==> src/rtl/alu8_pkg.sv <==
// Shared opcode, mode and width constants for the 8-bit ALU execute stage.
package alu8_pkg;

  localparam int W = 8;

  localparam logic MODE_ARITH = 1'b0;
  localparam logic MODE_LOGIC = 1'b1;

  localparam logic [3:0] OP_ADD = 4'h0;
  localparam logic [3:0] OP_SUB = 4'h1;
  localparam logic [3:0] OP_INC = 4'h2;
  localparam logic [3:0] OP_DEC = 4'h3;
  localparam logic [3:0] OP_ADC = 4'h4;
  localparam logic [3:0] OP_SBB = 4'h5;
  localparam logic [3:0] OP_CMP = 4'h6;
  localparam logic [3:0] OP_OR  = 4'h7;
  localparam logic [3:0] OP_AND = 4'h8;
  localparam logic [3:0] OP_NOT = 4'h9;
  localparam logic [3:0] OP_XOR = 4'hA;
  localparam logic [3:0] OP_SHL = 4'hB;
  localparam logic [3:0] OP_SHR = 4'hC;
  localparam logic [3:0] OP_ASR = 4'hD;
  localparam logic [3:0] OP_ROL = 4'hE;
  localparam logic [3:0] OP_ROR = 4'hF;

endpackage

==> src/rtl/alu8_shifter.sv <==
// Combinational shift/rotate unit; o_co is the bit shifted or rotated out.
module alu8_shifter
  import alu8_pkg::*;
(
  input  logic [W-1:0] i_a,
  input  logic [3:0]   i_op,
  output logic [W-1:0] o_res,
  output logic         o_co
);

  always_comb begin
    o_res = i_a;
    o_co  = 1'b0;
    case (i_op)
      OP_SHL: begin
        o_res = {i_a[W-2:0], 1'b0};
        o_co  = i_a[W-1];
      end
      OP_SHR: begin
        o_res = {1'b0, i_a[W-1:1]};
        o_co  = i_a[0];
      end
      OP_ASR: begin
        o_res = {i_a[W-1], i_a[W-1:1]};
        o_co  = i_a[0];
      end
      OP_ROL: begin
        o_res = {i_a[W-2:0], i_a[W-1]};
        o_co  = i_a[W-1];
      end
      OP_ROR: begin
        o_res = {i_a[0], i_a[W-1:1]};
        o_co  = i_a[0];
      end
      default: ;
    endcase
  end

endmodule

==> src/rtl/alu8_core.sv <==
// 8-bit registered ALU execute stage, one-cycle latency.
// Define ALU8_PARITY_EN to add the registered parity output p.
module alu8_core
  import alu8_pkg::*;
(
  input  logic         clk,
  input  logic         rst_n,
  input  logic [W-1:0] a,
  input  logic [W-1:0] b,
  input  logic         cin,
  input  logic         mode,
  input  logic [3:0]   op,
  output logic [W-1:0] f,
  output logic         v,
  output logic         z,
  output logic         n,
  output logic         c
`ifdef ALU8_PARITY_EN
  ,
  output logic         p
`endif
);

  logic [W-1:0] w_x;
  logic [W-1:0] w_sh;
  logic [W-1:0] w_r;
  logic [W:0]   w_sum;
  logic         w_sub;
  logic         w_ci;
  logic         w_sh_c;
  logic         w_c;
  logic         w_v;
  logic         w_arith;
  logic         w_logic;

  logic [W-1:0] r_f;
  logic         r_v;
  logic         r_z;
  logic         r_n;
  logic         r_c;

  assign w_arith = (mode == MODE_ARITH) && (op <= OP_CMP);
  assign w_logic = (mode == MODE_LOGIC) && (op >= OP_OR);

  alu8_shifter u_sh (
    .i_a   (a),
    .i_op  (op),
    .o_res (w_sh),
    .o_co  (w_sh_c)
  );

  // INC/DEC reuse the adder with a constant-one second operand
  always_comb begin
    w_x   = b;
    w_sub = 1'b0;
    w_ci  = 1'b0;
    case (op)
      OP_SUB,
      OP_CMP: w_sub = 1'b1;
      OP_INC: w_x = 8'd1;
      OP_DEC: begin
        w_x   = 8'd1;
        w_sub = 1'b1;
      end
      OP_ADC: w_ci = cin;
      OP_SBB: begin
        w_sub = 1'b1;
        w_ci  = cin;
      end
      default: ;
    endcase
  end

  assign w_sum = w_sub
    ? {1'b0, a} - {1'b0, w_x} - {{W{1'b0}}, w_ci}
    : {1'b0, a} + {1'b0, w_x} + {{W{1'b0}}, w_ci};

  always_comb begin
    w_r = '0;
    w_c = 1'b0;
    w_v = 1'b0;
    unique case (1'b1)
      w_arith: begin
        w_r = w_sum[W-1:0];
        w_c = w_sum[W];
        w_v = (a[W-1] ^ w_r[W-1])
            & (w_sub ^ ~(a[W-1] ^ w_x[W-1]));
      end
      w_logic: begin
        case (op)
          OP_OR:  w_r = a | b;
          OP_AND: w_r = a & b;
          OP_NOT: w_r = ~a;
          OP_XOR: w_r = a ^ b;
          default: begin
            w_r = w_sh;
            w_c = w_sh_c;
          end
        endcase
      end
      default: ;
    endcase
  end

  always_ff @(posedge clk or negedge rst_n) begin
    if (!rst_n) begin
      r_f <= '0;
      r_v <= 1'b0;
      r_z <= 1'b0;
      r_n <= 1'b0;
      r_c <= 1'b0;
    end else begin
      r_f <= w_r;
      r_v <= w_v;
      r_z <= (w_r == '0);
      r_n <= w_r[W-1];
      r_c <= w_c;
    end
  end

  assign f = r_f;
  assign v = r_v;
  assign z = r_z;
  assign n = r_n;
  assign c = r_c;

`ifdef ALU8_PARITY_EN
  logic r_p;

  always_ff @(posedge clk or negedge rst_n) begin
    if (!rst_n) r_p <= 1'b0;
    else        r_p <= ^w_r;
  end

  assign p = r_p;
`endif

endmodule

==> config.mk <==
export PLATFORM = sky130hd
export DESIGN_NAME = alu8_core
export DESIGN_NICKNAME = d
export VERILOG_FILES = /design/src/rtl/alu8_pkg.sv /design/src/rtl/alu8_shifter.sv /design/src/rtl/alu8_core.sv
export SDC_FILE = /design/constraint.sdc
export NUM_CORES = 1
export LEC_CHECK = 0
export ABC_AREA = 1
export BUFFER_PORTS_ARGS = -buffer_cell sky130_fd_sc_hd__buf_2
export CAP_MARGIN = 20
export CORE_ASPECT_RATIO = 2
export CORE_MARGIN = 8
export CORE_UTILIZATION = 53
export CTS_BUF_LIST = sky130_fd_sc_hd__clkbuf_16
export DETAILED_ROUTE_END_ITERATION = 8
export PLACE_DENSITY = 0.78
export SYNTH_ARGS = -nofsm -noshare
export SYNTH_HDL_FRONTEND = slang
export SYNTH_SLANG_ARGS = --single-unit
==> constraint.sdc <==
create_clock -name clk -period 0.8 [get_ports clk]
set_input_delay 0.04 -clock clk [delete_from_list [all_inputs] [get_ports clk]]
set_output_delay 0.04 -clock clk [all_outputs]
set_load 0.02 [all_outputs]
==> key figures <==
Power
  – P_leak: 2.13 nW
  – Max VDD drop: 1.38 mV
  – Cell Pwr Density: 1200 nW/µm²

Floorplan
  – Starting Density: a little over half
  – Die Area: 6990 µm²
  – Ports: 36
  – Core area: 4340 µm²
  – Die height: 111 µm
  – Die width: 63.3 µm
  – Row count: 34

STA
  – Max-slew violations: 0
  – Fin crit share: 265%
  – RSZ-0062 raised after global routing: true
  – Final worst path period need: roughly 2.1 ns
  – Final hold vios: 0
  – Setup violators final: 18
  – Fmax: 472 MHz
  – Relative slew slack: between 40 and 50%
  – Worst Tran Pin Value: between 0.8 and 0.9 ns
  – Final WS setup: -1.32 ns

Clocking
  – Htree depth: 1
  – Clk buf depth: 2
  – CTS tree: yes
  – Clock transition at the registers of the reported paths: ~0.05 ns
  – TritonCTS Buffers: 3
  – Clk root buf: clkbuf_16
  – Clk sinks: 11

Routing
  – Initial DRT Pass Iterations: 7
  – WL/cell: 18.9 µm
  – DR vias/cell: 5.74
  – Antenna Nets Post-Route: 0
  – Via count: 3,425
  – DRC Markers: 0
  – DRT iter0 DRCs: 285
  – Final wirelength: 11,300 µm

Layout
  – Final Cell Area: 3830 µm²
  – Most frequent cells in the layout: 111 x nand2_1, 98 x buf_4, 63 x inv_1, 35 x nor2_1, 32 x nand3_1
  – Layout cells sized above 1: between 30% and 40%
  – Diodes inserted: 0
  – Area Growth Syn to Fin: 61.7%
  – Final core area utilization: between 80% and 90%
  – # nets final: 609
  – Fillers: 218
  – Commonest non-fill, non-tap cell in the layout: nand2_1

Global route
  – GRT overflow: 0
  – Antenna violations before repair: 0
  – GRT Util Overall: 27.9%
  – First-pass GRT wire length: between 15,000 and 20,000 µm
  – Number of global-route vias before repair: around 3.4k
  – Largest net degree at the start of global routing: 12

Yosys
  – Post-Syn Area: 2370 µm²
  – Synth top area share: about a fifth
  – Dominant cell type by area after synthesis: nand2_1
  – Syn Nets: 470
  – YS warnings: 0
  – Synth cell types: 29
  – Cells after Synth: 405
  – Seq/Total Area, Yosys: 11.6%
  – Mean area per synthesized cell: 5.85 µm²
  – Post-synthesis register bit count: 11
  – Top cells by area, synth: nand2_1 20%, ha_1 20%, inv_1 12%

Setup path
  – CP delay by family, top: simple AND/OR/NAND/NOR gates
  – Buf/Inv on CP: 4
  – Max incr delay on CP: 0.39 ns
  – Crit path DAT: 2.26 ns
  – Startpoint Class: primary input
  – Cell mode on critical path: nand2_1
  – Worst path cell trace: buf_8 > buf_6 > nor2_4 > nand3_4 > buf_6 > fa_2 > fa_2 > inv_2 > nand3_2 > nand3_2 > nand2_1 > nand3_1 > nand3_1 > nand2_1 > nor2_1 > nand2_1 > nor2_1
  – CP Class: in -> reg
  – Worst path slowest cell: fa_2
  – Critical Path Fanout Max: 3
  – WP data required: 0.94 ns
  – Setup crit end kind: flip-flop

Run status
  – Failing checks: setup timing
  – Outcome: complete, but fails checks

Hold path
  – Worst hold path type: in -> async

Placement
  – Number of buffers added on ports: 35
  – Post-DP HPWL: roughly 7700 µm
  – Placed inst area: 3430 µm²
  – GP Congestion: roughly 0.99

Run
  – # Max-Cap Violations: 0
## power by group
part / switching [mW] / internal [mW] / total [mW] / leakage [nW]
Combinational: 1.67 / 1.33 / 3.00 / 1.95
Clock: 0.283 / 0.659 / 0.943 / 0.0423
Sequential: 0.0451 / 0.623 / 0.669 / 0.144
## synthesized netlist by cell type
library cell and number:
xnor2_1 1, inv_1 76, nand3b_1 2, nor2_2 1, or2_1 1, nand4_1 5
nor3_1 2, o211ai_2 1, buf_2 1, or2_2 2, buf_6 2, nand2_2 2
a21oi_1 17, nor2_1 44, a211oi_1 1, inv_2 3, xor2_1 4, nand2_1 126
dfrtp_1 11, fa_1 4, o21ai_4 1, o21ai_0 13, nand3_1 40, o211ai_1 3
o21ai_1 1, ha_1 37, and2_1 1, nand2_4 2, buf_4 1
## registers in the layout, indices dropped and copies added, names as in the netlist
| signal | cells |
|---|---|
| z | 1 |
| v | 1 |
| c | 1 |
| f | 8 |
## per-stage QoR
step	TNS, ns	power (mW)	std cells	setup slack (ns)	hold WS, ns
4_1_cts	-12.01	4.21	597	-1.26	0.217
6_report	-13.03	4.61	597	-1.32	0.219
5_1_grt	-13.91	4.82	597	-1.42	0.236
3_5_place_dp	-15.09	3.11	588	-1.54	-0.0860
3_3_place_gp	-14.32	3.02	588	-1.42	-0.0935
2_1_floorplan	-10.34	1.97	405	-1.16	-0.256
## what timing repair did
action,in CTS,in global routing
resized for setup,35,43
hold endpoints to repair,11,0
pin swaps,25,29
setup buffers,4,1
setup endpoints to repair,15,21
hold buffers,1,0
## metal layers
metal	vias up	GRT usage, %	wire length (µm)
met1	1536	23.6	3490
met5	-	0	0
met4	0	25.0	981
met2	256	52.2	5890
met3	99	4.86	907
li1	1534	-	-
## worst paths after layout
path / start / end / slack (ns) / cells past startpoint
setup / recovery: op[3] / z / -1.32 / 17
max in group asynchronous: rst_n / f[2] / 0.35 / 2
hold / removal: rst_n / z / 0.22 / 2
min in group clk: a[7] / c / 0.35 / 6
## final cells by class
type	count	area [µm²]	area share, %
well taps	54	67.6	1.76
repair buffers	138	1060	27.7
flip-flops and latches	11	275	7.19
clock inverters	1	3.75	0.0980
inverters	79	308	8.04
clock buffers	3	75.1	1.96
multi-input cells	311	2040	53.2
## cell families (layout without fill, tap and decap cells)
| logic type | Yosys count | after routing | synth area share, % |
|---|---|---|---|
| and+or+nand+nor | 228 | 228 | 40.6 |
| buffers and inverters | 83 | 221 | 14.0 |
| adders and majority gates | 41 | 41 | 22.9 |
| AOI/OAI and AO/OA | 37 | 37 | 9.03 |
| DFF | 11 | 11 | 11.6 |
| xor gates and xnor gates | 5 | 5 | 1.85 |
No activity file was read; power rests on OpenSTA's default activity.
